--- src/rtl/seg_pkg.sv ---
// Shared definitions for the 7-segment scan capture path.
// Holds the active-low hex glyph set (bit0 = segment A ... bit6 = segment G),
// the glyph decoder, an anode one-hot check and the frame FSM state type.
// The display driver uses the same glyph constants, so encode and decode
// always agree.
package seg_pkg;

  localparam logic [6:0] GLYPH_0 = 7'h40;
  localparam logic [6:0] GLYPH_1 = 7'h79;
  localparam logic [6:0] GLYPH_2 = 7'h24;
  localparam logic [6:0] GLYPH_3 = 7'h30;
  localparam logic [6:0] GLYPH_4 = 7'h19;
  localparam logic [6:0] GLYPH_5 = 7'h12;
  localparam logic [6:0] GLYPH_6 = 7'h02;
  localparam logic [6:0] GLYPH_7 = 7'h78;
  localparam logic [6:0] GLYPH_8 = 7'h00;
  localparam logic [6:0] GLYPH_9 = 7'h10;
  localparam logic [6:0] GLYPH_A = 7'h08;
  localparam logic [6:0] GLYPH_B = 7'h03;
  localparam logic [6:0] GLYPH_C = 7'h46;
  localparam logic [6:0] GLYPH_D = 7'h21;
  localparam logic [6:0] GLYPH_E = 7'h06;
  localparam logic [6:0] GLYPH_F = 7'h0E;

  // GLYPHS[k] is the pattern for hex value k.
  localparam logic [15:0][6:0] GLYPHS = {
    GLYPH_F, GLYPH_E, GLYPH_D, GLYPH_C, GLYPH_B, GLYPH_A, GLYPH_9, GLYPH_8,
    GLYPH_7, GLYPH_6, GLYPH_5, GLYPH_4, GLYPH_3, GLYPH_2, GLYPH_1, GLYPH_0
  };

  typedef enum logic [1:0] {
    IDLE,
    COLLECT,
    LOCKED
  } frame_state_t;

  // Returns {known, code}; unknown patterns give 5'b0.
  function automatic logic [4:0] seg_decode(input logic [6:0] seg);
    logic [4:0] r;
    r = 5'b0;
    for (int k = 0; k < 16; k++) begin
      if (GLYPHS[k] == seg) r = {1'b1, 4'(k)};
    end
    return r;
  endfunction

  // True when exactly one anode line is low.
  function automatic logic is_one_hot_low(input logic [7:0] an);
    logic [7:0] sel;
    sel = ~an;
    return (sel != 8'h00) && ((sel & (sel - 8'd1)) == 8'h00);
  endfunction

endpackage

--- src/rtl/display_scan_capture_if.sv ---
// Multiplexed 7-segment scan bus.
//   AN  [7:0] anode lines, active-low, one digit selected at a time
//   SEG [6:0] segment lines, active-low, bit0 = A .. bit6 = G
// master: the display driver side; slave: the capture side.
interface display_scan_capture_if;
  logic [7:0] AN;
  logic [6:0] SEG;

  modport master (output AN, SEG);
  modport slave  (input AN, SEG);
endinterface

--- src/rtl/display_scan_capture_sync.sv ---
// scan_sync_stable: synchronizes the scan bus and accepts a dwell once the
// synchronized value has held still long enough.
//   clk, reset      clock, asynchronous active-low reset
//   an, seg         raw scan pins
//   acc_an, acc_seg settled dwell value, meaningful while accept is high
//   accept          one-clock strobe, once per settled dwell
module scan_sync_stable #(
  parameter int STABLE_CYCLES = 16
) (
  input  logic       clk,
  input  logic       reset,
  input  logic [7:0] an,
  input  logic [6:0] seg,
  output logic [7:0] acc_an,
  output logic [6:0] acc_seg,
  output logic       accept
);
  localparam int CW = $clog2(STABLE_CYCLES);

  logic [14:0]   meta_reg, sync_reg, prev_reg;
  logic [CW-1:0] cnt_reg, cnt_next;
  logic          accept_reg, accept_next;
  logic          changed;

  // prev_reg is last cycle's synchronized value; it stays equal to the
  // settled value during the accept cycle even if the pins have moved on.
  assign changed = (sync_reg != prev_reg);

  always_comb begin
    cnt_next    = cnt_reg;
    accept_next = 1'b0;
    if (changed) begin
      cnt_next = '0;
    end else if (cnt_reg != CW'(STABLE_CYCLES - 1)) begin
      cnt_next    = cnt_reg + 1'b1;
      // Fires only on the step into saturation, so once per dwell.
      accept_next = (cnt_reg == CW'(STABLE_CYCLES - 2));
    end
  end

  always_ff @(posedge clk or negedge reset) begin
    if (!reset) begin
      meta_reg   <= 15'h7FFF;
      sync_reg   <= 15'h7FFF;
      prev_reg   <= 15'h7FFF;
      cnt_reg    <= '0;
      accept_reg <= 1'b0;
    end else begin
      meta_reg   <= {an, seg};
      sync_reg   <= meta_reg;
      prev_reg   <= sync_reg;
      cnt_reg    <= cnt_next;
      accept_reg <= accept_next;
    end
  end

  assign acc_an  = prev_reg[14:7];
  assign acc_seg = prev_reg[6:0];
  assign accept  = accept_reg;
endmodule

--- src/rtl/display_scan_capture.sv ---
// display_scan_capture: rebuilds the 8-digit frame shown on a multiplexed
// 7-segment display by watching its anode/segment lines.
//   clk, reset   clock, asynchronous active-low reset
//   scan         scan bus (slave side)
//   clear        synchronous clear of frame, digits and error
//   digits       digit i code at [4i+3:4i]
//   digit_valid  bit i: last accepted pattern for digit i was a hex glyph
//   frame_valid  all 8 digits refreshed since the frame was last dropped
//   frame_done   one-clock pulse per completed refresh of all 8 digits
//   error        sticky: a settled dwell had more than one anode low
module display_scan_capture
  import seg_pkg::*;
#(
  parameter int STABLE_CYCLES  = 16,
  parameter int TIMEOUT_CYCLES = 1048576
) (
  input  logic                   clk,
  input  logic                   reset,
  display_scan_capture_if.slave  scan,
  input  logic                   clear,
  output logic [31:0]            digits,
  output logic [7:0]             digit_valid,
  output logic                   frame_valid,
  output logic                   frame_done,
  output logic                   error
);
  localparam int TW = $clog2(TIMEOUT_CYCLES);
  localparam logic [TW-1:0] T_LAST = TW'(TIMEOUT_CYCLES - 1);
  localparam logic [TW-1:0] T_FIRE = TW'(TIMEOUT_CYCLES - 2);

  logic [7:0] acc_an;
  logic [6:0] acc_seg;
  logic       accept;

  scan_sync_stable #(.STABLE_CYCLES(STABLE_CYCLES)) u_sync (
    .clk     (clk),
    .reset   (reset),
    .an      (scan.AN),
    .seg     (scan.SEG),
    .acc_an  (acc_an),
    .acc_seg (acc_seg),
    .accept  (accept)
  );

  frame_state_t  state_reg, state_next;
  logic [31:0]   digits_reg, digits_next;
  logic [7:0]    dvalid_reg, dvalid_next;
  logic [7:0]    seen_reg, seen_next;
  logic          error_reg, error_next;
  logic          done_reg, done_next;
  logic [TW-1:0] tcnt_reg, tcnt_next;

  logic [4:0] dec;
  logic       one_hot, hit_one, hit_multi, timeout;
  logic [7:0] wr_en;

  assign dec       = seg_decode(acc_seg);
  assign one_hot   = is_one_hot_low(acc_an);
  assign hit_one   = accept && one_hot;
  assign hit_multi = accept && !one_hot && (acc_an != 8'hFF);
  // The counter saturates at T_LAST, so this can fire only once per gap.
  assign timeout   = !hit_one && (tcnt_reg == T_FIRE);

  for (genvar gi = 0; gi < 8; gi++) begin : g_wr
    assign wr_en[gi] = hit_one && !acc_an[gi];
  end

  always_comb begin
    state_next  = state_reg;
    digits_next = digits_reg;
    dvalid_next = dvalid_reg;
    seen_next   = seen_reg;
    error_next  = error_reg;
    done_next   = 1'b0;
    tcnt_next   = tcnt_reg;

    if (tcnt_reg != T_LAST) tcnt_next = tcnt_reg + 1'b1;

    if (hit_one) begin
      tcnt_next = '0;
      for (int i = 0; i < 8; i++) begin
        if (wr_en[i]) begin
          if (dec[4]) digits_next[i*4 +: 4] = dec[3:0];
          dvalid_next[i] = dec[4];
        end
      end
      if ((seen_reg | wr_en) == 8'hFF) begin
        seen_next  = '0;
        done_next  = 1'b1;
        state_next = LOCKED;
      end else begin
        seen_next = seen_reg | wr_en;
        if (state_reg == IDLE) state_next = COLLECT;
      end
    end

    if (hit_multi) error_next = 1'b1;

    if (timeout) begin
      state_next  = IDLE;
      seen_next   = '0;
      dvalid_next = '0;
    end

    // clear overrides any accept or frame completion in the same cycle.
    if (clear) begin
      state_next  = IDLE;
      seen_next   = '0;
      dvalid_next = '0;
      digits_next = '0;
      error_next  = 1'b0;
      done_next   = 1'b0;
      tcnt_next   = T_LAST;
    end
  end

  always_ff @(posedge clk or negedge reset) begin
    if (!reset) begin
      state_reg  <= IDLE;
      digits_reg <= '0;
      dvalid_reg <= '0;
      seen_reg   <= '0;
      error_reg  <= 1'b0;
      done_reg   <= 1'b0;
      tcnt_reg   <= T_LAST;
    end else begin
      state_reg  <= state_next;
      digits_reg <= digits_next;
      dvalid_reg <= dvalid_next;
      seen_reg   <= seen_next;
      error_reg  <= error_next;
      done_reg   <= done_next;
      tcnt_reg   <= tcnt_next;
    end
  end

  assign digits      = digits_reg;
  assign digit_valid = dvalid_reg;
  assign frame_valid = (state_reg == LOCKED);
  assign frame_done  = done_reg;
  assign error       = error_reg;
endmodule

--- src/flat_wrapper.sv ---
// flat-port wrapper written by rule: the top's interface ports become plain ports
module display_scan_capture_flat import seg_pkg::*;
#(
  parameter int STABLE_CYCLES  = 16,
  parameter int TIMEOUT_CYCLES = 1048576
)
  (clk, reset, clear, digits, digit_valid, frame_valid, frame_done, error, scan_AN, scan_SEG);
  display_scan_capture_if scan_i ();
  input  logic clk;
  input  logic reset;
  input  logic clear;
  output logic [31:0] digits;
  output logic [7:0] digit_valid;
  output logic frame_valid;
  output logic frame_done;
  output logic error;
  input wire logic [$bits(scan_i.AN)-1:0] scan_AN;
  input wire logic [$bits(scan_i.SEG)-1:0] scan_SEG;
  assign scan_i.AN = scan_AN;
  assign scan_i.SEG = scan_SEG;
  display_scan_capture #(.STABLE_CYCLES(STABLE_CYCLES), .TIMEOUT_CYCLES(TIMEOUT_CYCLES)) u_core (.clk(clk), .reset(reset), .scan(scan_i), .clear(clear), .digits(digits), .digit_valid(digit_valid), .frame_valid(frame_valid), .frame_done(frame_done), .error(error));
endmodule
--- config.mk ---
export PLATFORM = sky130hd
export DESIGN_NAME = display_scan_capture_flat
export DESIGN_NICKNAME = d
export VERILOG_FILES = /design/src/rtl/seg_pkg.sv /design/src/rtl/display_scan_capture_if.sv /design/src/rtl/display_scan_capture_sync.sv /design/src/rtl/display_scan_capture.sv /design/src/flat_wrapper.sv
export SDC_FILE = /design/constraint.sdc
export NUM_CORES = 1
export LEC_CHECK = 0
export BUFFER_PORTS_ARGS = -buffer_cell sky130_fd_sc_hd__buf_2
export CAP_MARGIN = 20
export CORE_MARGIN = 2
export CORE_UTILIZATION = 35
export DETAILED_ROUTE_END_ITERATION = 7
export PLACE_DENSITY = 0.52
export SETUP_SLACK_MARGIN = 0.02
export SYNTH_ARGS = -nofsm -noshare
export SYNTH_HDL_FRONTEND = slang
export SYNTH_HIERARCHICAL = 1
export SYNTH_SLANG_ARGS = --single-unit
--- constraint.sdc ---
create_clock -name clk -period 5.9 [get_ports clk]
set_input_delay 0.885 -clock clk [delete_from_list [all_inputs] [get_ports clk]]
set_output_delay 0.885 -clock clk [all_outputs]
set_load 0.005 [all_outputs]
==> impl_metrics.env, run 1 <==
export IMPL_rsz0062_at_grt="no"
export IMPL_syn_nets=519
export IMPL_fmax_ghz=0.355
export IMPL_status="completed"
export IMPL_maxCapViolCount=0
export IMPL_synth_compound_area_share_pct=11.2
export IMPL_antennaDiodeCount=0
export IMPL_holdBufCountCts=0
export IMPL_vias=3984
export IMPL_cts_root_buf="clkbuf_16"
export IMPL_final_layout_size_suffix_gt1_share_pct=30.8
export IMPL_slowest_stage="dfstp_2"
export IMPL_synth_simple_gate_area_share_pct=18.4
export IMPL_clk_latency_ns=0.42
export IMPL_ir_drop_mv=0.188
export IMPL_synth_mux_area_fraction_pct=4.32
export IMPL_ys_flop_type="dfstp_2"
export IMPL_netlist_instances=497
export IMPL_async_reset_ff_share_pct=100
export IMPL_worst_pin_slew_ns=0.840
export IMPL_r2r_start="u_core/u_sync/prev_reg[14]$_DFF_PN1_"
export IMPL_setup_viol=0
export IMPL_numPlacedInstances=748
export IMPL_drt_pass1_iterations=5
export IMPL_grt_pass1_wl_um=21600
export IMPL_htreeDepth=4
export IMPL_path_delay_family="simple AND/OR/NAND/NOR gates"
export IMPL_dieArea_sq_mm=0.0169
export IMPL_synth_top_family_by_area="simple AND/OR/NAND/NOR gates"
export IMPL_ys_warn_count=6
export IMPL_path_cells="nand4_1 > nor3b_1 > nor2_1 > or4_4 > nor4b_4 > nor3_1"
export IMPL_drt_iter0_drc=185
export IMPL_cts_buffer_depth=2
export IMPL_synth_top_area_cell="dfstp_2"
export IMPL_fin_tns_setup_ns=0
export IMPL_syn_area_per_cell_sq_um=11.2
export IMPL_ff2ff_path_depth=6
export IMPL_port_buffers=60
export IMPL_timing_rr_end="u_core/seen_reg[7]$_DFFE_PN0P_"
export IMPL_drc=0
export IMPL_p_seq_share_pct=41.1
export IMPL_synth_seq_cells=122
export IMPL_totalWireLength_um=12900
export IMPL_postCtsSetupBuffers=0
export IMPL_min_from="u_core/u_sync/meta_reg[5]$_DFF_PN1_"
export IMPL_critPathKind="reg2reg"
export IMPL_power_density_mw_per_mm2=375
export IMPL_skew_ns=0.0157
export IMPL_cp_required_ns=6.17
export IMPL_pre_cts_ws_ns=2.90
export IMPL_synthAdderAreaFrac_pct=1.08
export IMPL_yosys_cell_count_top_type="dfstp_2"
export IMPL_swShare_pct=28.6
export IMPL_cts_sinks=122
export IMPL_hpwl_um=8890
export IMPL_synth_cell_type_count=61
export IMPL_cts_buffers=17
export IMPL_intPower_mw=1.78
export IMPL_grt_antenna_before_repair=0
export IMPL_yosysSeqAreaShare_pct=56.4
export IMPL_cts_resized=0
export IMPL_min_period_ns=2.82
export IMPL_grt_max_degree=67
export IMPL_final_antenna_net_count=0
export IMPL_largest_register_ffs=32
export IMPL_grt_use_total_pct=16.6
export IMPL_synth_area_sq_mm=0.00556
export IMPL_whs_endpoint="u_core/u_sync/sync_reg[5]$_DFF_PN1_"
export IMPL_fp_coreArea_sq_mm=0.0157
export IMPL_cp_arrival_ns=3.09
export IMPL_hold_class="reg2reg"
export IMPL_syn_to_final_growth_pct=19.7
export IMPL_place_area_sq_mm=0.00603
export IMPL_die_w_um=130
export IMPL_synth_top_cells_by_area="dfstp_2, dfrtp_1, mux2i_1"
export IMPL_overflow=0
export IMPL_synth_xor_area_share_pct=5.96
export IMPL_fin_ws_ns=3.08
export IMPL_slew_headroom_pct=44.0
export IMPL_power_frac_comb_pct=15.8
export IMPL_power_share_clock_pct=43.1
export IMPL_totalPowerFinal_mw=2.50
export IMPL_fin_crit_sh_pct=47.8
export IMPL_whs_path_depth=0
export IMPL_design_area_sq_mm=0.00666
export IMPL_leakagePower_nw=2.93
export IMPL_p_sw_mw=0.715
export IMPL_clk_pin_slew_ns=0.06
export IMPL_drv_slew=0
export IMPL_crit_fanout=12
export IMPL_slowest_delay_ns=0.72
export IMPL_fin_nets=574
export IMPL_num_rows=46
export IMPL_grt_pass1_vias=4187
export IMPL_synth_edf_count=0
export IMPL_endpoint_kind="register"
export IMPL_cts_tree="built"
export IMPL_r2r_slack_ns=3.08
export IMPL_viasPerCell=5.10
export IMPL_yosys_top_cells_count="dfstp_2, dfrtp_1, nand2_1"
export IMPL_chipHeight_um=130
export IMPL_initial_core_util_pct=35.4
export IMPL_post_drt_wl_per_cell_um=16.5
export IMPL_netlist_area_leader_share_pct=30.7
export IMPL_critPathBufInv=0
export IMPL_final_cells=781
export IMPL_startpoint_type="register"
export IMPL_hold_viol=0
export IMPL_place_congestion=0.796
export IMPL_ioPinCount=61
## layout make-up
type                       instances  area (sq um)
clock buffer                      18           450
clock inverter                    14           169
fill                            1513          9060
inverter                           7          26.3
multi-input combinational        341          2280
sequential                       122          3130
tap                              216           270
timing repair buffer              63           329
## power by group through the flow
stage | clock network (mW) | logic (mW) | registers [mW]
4_1_cts | 1.11 | 0.395 | 1.03
3_5_place_dp | 0 | 0.389 | 1.04
3_3_place_gp | 0 | 0.384 | 1.04
5_1_grt | 1.14 | 0.450 | 1.04
2_1_floorplan | 0 | 0.317 | 1.01
6_report | 1.08 | 0.394 | 1.03
## through the flow
step,hold WS [ns],utilization [%]
after floorplan,0.345,-
after global placement,0.346,38.4
after detailed placement,0.347,38.4
after CTS,0.355,42.3
after global routing,0.358,42.4
final,0.355,42.4
## placed cells by master (no fill, tap or decap), drive strengths merged, types with 11 or more instances in the layout
master and n:
dfstp 65, o21ai 28, nand2b 24, dfrtp 57, nor3 22, nand3 15, nand2 37, xor2 23
xnor2 14, buf 63, mux2i 24, inv 17, a21oi 14, nand4 11, clkbuf 18, nor2 30
## routing by layer
layer | up-vias | global-route usage (%) | routed length (um) | part of all wire, %
met5 | - | 0 | 0 | 0
met3 | 13 | 4.63 | 531 | 4.1
met2 | 83 | 27.2 | 6350 | 49
met4 | 0 | 5.63 | 158 | 1.2
li1 | 1897 | - | - | -
met1 | 1991 | 21.4 | 5880 | 46
## worst max-delay path by stage
stage,depth (start not counted),from,endpoint
final,6,u_core/u_sync/prev_reg[14]$_DFF_PN1_,u_core/seen_reg[7]$_DFFE_PN0P_
after global routing,6,u_core/u_sync/prev_reg[12]$_DFF_PN1_,u_core/digits[28]$_DFFE_PN0P_
after CTS,6,u_core/u_sync/prev_reg[12]$_DFF_PN1_,u_core/state_reg[1]$_DFFE_PN0P_
after detailed placement,5,clear,u_core/state_reg[1]$_DFFE_PN0P_
after global placement,5,clear,u_core/state_reg[1]$_DFFE_PN0P_
after floorplan,7,u_core/u_sync/prev_reg[11]$_DFF_PN1_,u_core/seen_reg[7]$_DFFE_PN0P_
## kinds of logic after synthesis
| family | Yosys count |
|---|---|
| XOR/XNOR | 37 |
| adder cells (fa/ha/maj) | 5 |
| AO/OA/AOI/OAI | 92 |
| AND/OR/NAND/NOR | 183 |
| buffers and inverters | 34 |
| multiplexers | 24 |
| flip-flops | 122 |
No activity file was read; power rests on OpenSTA's default activity.
==> inputs of run 2 (changes only) <==
--- a/config.mk
+++ b/config.mk
@@ -5,6 +5,7 @@
 export SDC_FILE = /design/constraint.sdc
 export NUM_CORES = 1
 export LEC_CHECK = 0
+export ABC_AREA = 1
 export BUFFER_PORTS_ARGS = -buffer_cell sky130_fd_sc_hd__buf_2
 export CAP_MARGIN = 20
 export CORE_MARGIN = 2
==> constraint.sdc (replaced) <==
create_clock -name clk -period 2.7 [get_ports clk]
set_input_delay 0.405 -clock clk [delete_from_list [all_inputs] [get_ports clk]]
set_output_delay 0.405 -clock clk [all_outputs]
set_load 0.005 [all_outputs]
==> run 2 against run 1 <==
Final cell count is 11% higher. Sequential power is 120% higher. Synthesized cell count is 19% higher. Routed wire length is 12% lower. Area after synthesis is 4.0% lower. Fmax is 17% higher. Largest power group is now registers.
==> impl_metrics.env, run 2 <==
export IMPL_status="completed"
export IMPL_slew_headroom_pct=55.8
export IMPL_ioPinCount=61
export IMPL_port_buffers=60
export IMPL_vias=4111
export IMPL_grt_pass1_wl_um=19700
export IMPL_ys_warn_count=6
export IMPL_grt_pass1_vias=4005
export IMPL_ir_drop_mv=0.401
export IMPL_slowest_delay_ns=0.57
export IMPL_num_rows=45
export IMPL_numPlacedInstances=838
export IMPL_overflow=0
export IMPL_htreeDepth=4
export IMPL_leakagePower_nw=3.35
export IMPL_viasPerCell=4.73
export IMPL_netlist_area_leader_share_pct=32.0
export IMPL_hold_viol=0
export IMPL_antennaDiodeCount=0
export IMPL_worst_pin_slew_ns=0.663
export IMPL_cts_buffers=17
export IMPL_slowest_stage="dfstp_2"
export IMPL_hold_class="in2reg"
export IMPL_swShare_pct=28.5
export IMPL_p_sw_mw=1.53
export IMPL_critPathKind="reg2reg"
export IMPL_min_from="scan_SEG[4]"
export IMPL_synth_top_area_cell="dfstp_2"
export IMPL_hold_ws_ns=0.0920
export IMPL_pre_cts_ws_ns=0.279
export IMPL_synth_cell_type_count=37
export IMPL_path_delay_family="compound AO/OA/AOI/OAI gates"
export IMPL_power_frac_comb_pct=17.6
export IMPL_drc=0
export IMPL_fin_crit_sh_pct=89.0
export IMPL_p_seq_share_pct=42.1
export IMPL_fp_coreArea_sq_mm=0.0150
export IMPL_cts_root_buf="clkbuf_16"
export IMPL_syn_to_final_growth_pct=21.5
export IMPL_postCtsSetupBuffers=0
export IMPL_yosys_top_cells_count="nand2_1, inv_1, dfstp_2"
export IMPL_place_area_sq_mm=0.00591
export IMPL_place_congestion=0.811
export IMPL_cts_buffer_depth=2
export IMPL_fin_tns_setup_ns=0
export IMPL_cts_sinks=122
export IMPL_rsz0062_at_grt="no"
export IMPL_syn_area_per_cell_sq_um=9.06
export IMPL_crit_fanout=11
export IMPL_power_density_mw_per_mm2=827
export IMPL_power_share_clock_pct=40.3
export IMPL_endpoint_kind="register"
export IMPL_startpoint_type="register"
export IMPL_grt_antenna_before_repair=0
export IMPL_skew_ns=0.0112
export IMPL_final_common_cell="nand2_1"
export IMPL_grt_max_degree=123
export IMPL_dieArea_sq_mm=0.0163
export IMPL_clk_latency_ns=0.42
export IMPL_maxCapViolCount=0
export IMPL_synth_area_sq_mm=0.00534
export IMPL_final_antenna_net_count=0
export IMPL_yosysSeqAreaShare_pct=58.7
export IMPL_chipHeight_um=128
export IMPL_totalWireLength_um=11300
export IMPL_netlist_instances=589
export IMPL_r2r_start="u_core/u_sync/prev_reg[6]$_DFF_PN1_"
export IMPL_ys_flop_type="dfstp_2"
export IMPL_final_cells=870
export IMPL_syn_nets=611
export IMPL_totalPowerFinal_mw=5.36
export IMPL_crit_start="u_core/u_sync/prev_reg[6]$_DFF_PN1_"
export IMPL_min_period_ns=2.40
export IMPL_post_drt_wl_per_cell_um=13.0
export IMPL_cp_arrival_ns=2.68
export IMPL_critPathBufInv=1
export IMPL_fmax_ghz=0.416
export IMPL_drt_iter0_drc=207
export IMPL_drt_pass1_iterations=5
export IMPL_yosys_cell_count_top_type="nand2_1"
export IMPL_synth_seq_cells=122
export IMPL_cp_required_ns=2.97
export IMPL_synth_top_cells_by_area="dfstp_2, dfrtp_1, nand2_1"
export IMPL_fin_ws_ns=0.297
export IMPL_async_reset_ff_share_pct=100
export IMPL_path_cells="nor2_1 > nand2_1 > inv_1 > nand4_1 > o21ai_0 > a31oi_1 > nand4_2 > a21oi_1 > o21ai_0"
export IMPL_setup_viol=0
export IMPL_holdBufCountCts=0
export IMPL_initial_core_util_pct=35.5
export IMPL_die_w_um=128
export IMPL_fin_nets=691
export IMPL_final_layout_size_suffix_gt1_share_pct=26.0
export IMPL_largest_register_ffs=32
export IMPL_grt_use_total_pct=15.3
export IMPL_synth_edf_count=0
export IMPL_fin_util_pct=43.2
export IMPL_intPower_mw=3.83
export IMPL_crit_top_cell="o21ai_0"
export IMPL_cts_tree="built"
export IMPL_hpwl_um=7970
export IMPL_layout_common_cells="nand2_1, inv_1, dfstp_2"
export IMPL_clk_pin_slew_ns=0.06
export IMPL_num_fill_cells=1471
export IMPL_design_area_sq_mm=0.00649
export IMPL_drv_slew=0
-- run 2: cell count changes after synthesis, moves of 22 or more --
| cell | previous run | this run |
|---|---|---|
| o21ai_0 | 25 | 48 |
| inv_1 | 7 | 83 |
| nor2_1 | 30 | 52 |
| nand2b_1 | 24 | 0 |
| nand2_1 | 37 | 152 |
| mux2i_1 | 24 | 2 |
-- run 2: cell type report --
class	count	area (sq um)	share of cell area, %
clock buffers	20	447	6.88
clock inverters	12	124	1.91
inverters	85	319	4.92
multi-input cells	375	1850	28.6
flip-flops and latches	122	3130	48.3
well taps	188	235	3.63
repair buffers	68	375	5.78
-- run 2: routing by layer --
metal / share of wire (%) / track usage (%) / vias up
met4: 1.2 / 6.21 / 0
met3: 5.2 / 4.02 / 13
li1: - / - / 2061
met2: 46 / 23.6 / 115
met1: 48 / 20.6 / 1922
met5: 0 / 0 / -
-- run 2: worst paths after layout --
kind | end | slack [ns] | cells after the start
max in group asynchronous | u_core/digit_valid[3]$_DFFE_PN0P_ | 2.14 | 2
min in group asynchronous | u_core/u_sync/cnt_reg[2]$_DFFE_PN0P_ | 0.13 | 2
min | u_core/u_sync/meta_reg[4]$_DFF_PN1_ | 0.09 | 1
max reg2reg | u_core/digits[19]$_DFFE_PN0P_ | 0.30 | 9
max | u_core/digits[19]$_DFFE_PN0P_ | 0.30 | 9
min reg2reg | u_core/u_sync/sync_reg[1]$_DFF_PN1_ | 0.35 | 0
-- run 2: worst register-to-register path, cell delays in order (launching register included) --
cell	delay (ns)
dfstp_2	0.57
nor2_1	0.09
nand2_1	0.12
inv_1	0.07
nand4_1	0.09
o21ai_0	0.12
a31oi_1	0.24
nand4_2	0.31
a21oi_1	0.51
o21ai_0	0.15
-- run 2: power by group through the flow --
stage	clock network, mW	logic [mW]	registers, mW
after global routing	2.32	1.11	2.29
after CTS	2.24	0.960	2.26
after detailed placement	0	0.951	2.28
final	2.16	0.945	2.26
after global placement	0	0.937	2.27
after floorplan	0	0.724	2.24
-- run 2: logic make-up (layout without fill, tap and decap cells) --
| logic type | Yosys count | count (layout) | share of synthesized area (%) |
|---|---|---|---|
| flops | 122 | 122 | 58.7 |
| mux | 2 | 2 | 0.375 |
| fa+ha+maj | 4 | 4 | 0.937 |
| simple gates | 265 | 265 | 21.0 |
| xor+xnor | 10 | 10 | 1.64 |
| compound gates | 94 | 94 | 10.7 |
| buf+inv | 92 | 185 | 6.63 |
-- run 2: what timing repair did --
action | 4_1_cts | 5_1_grt
gates resized for setup | 0 | 1
setup endpoints to repair | 0 | 1
endpoints found under the hold margin | 0 | 0
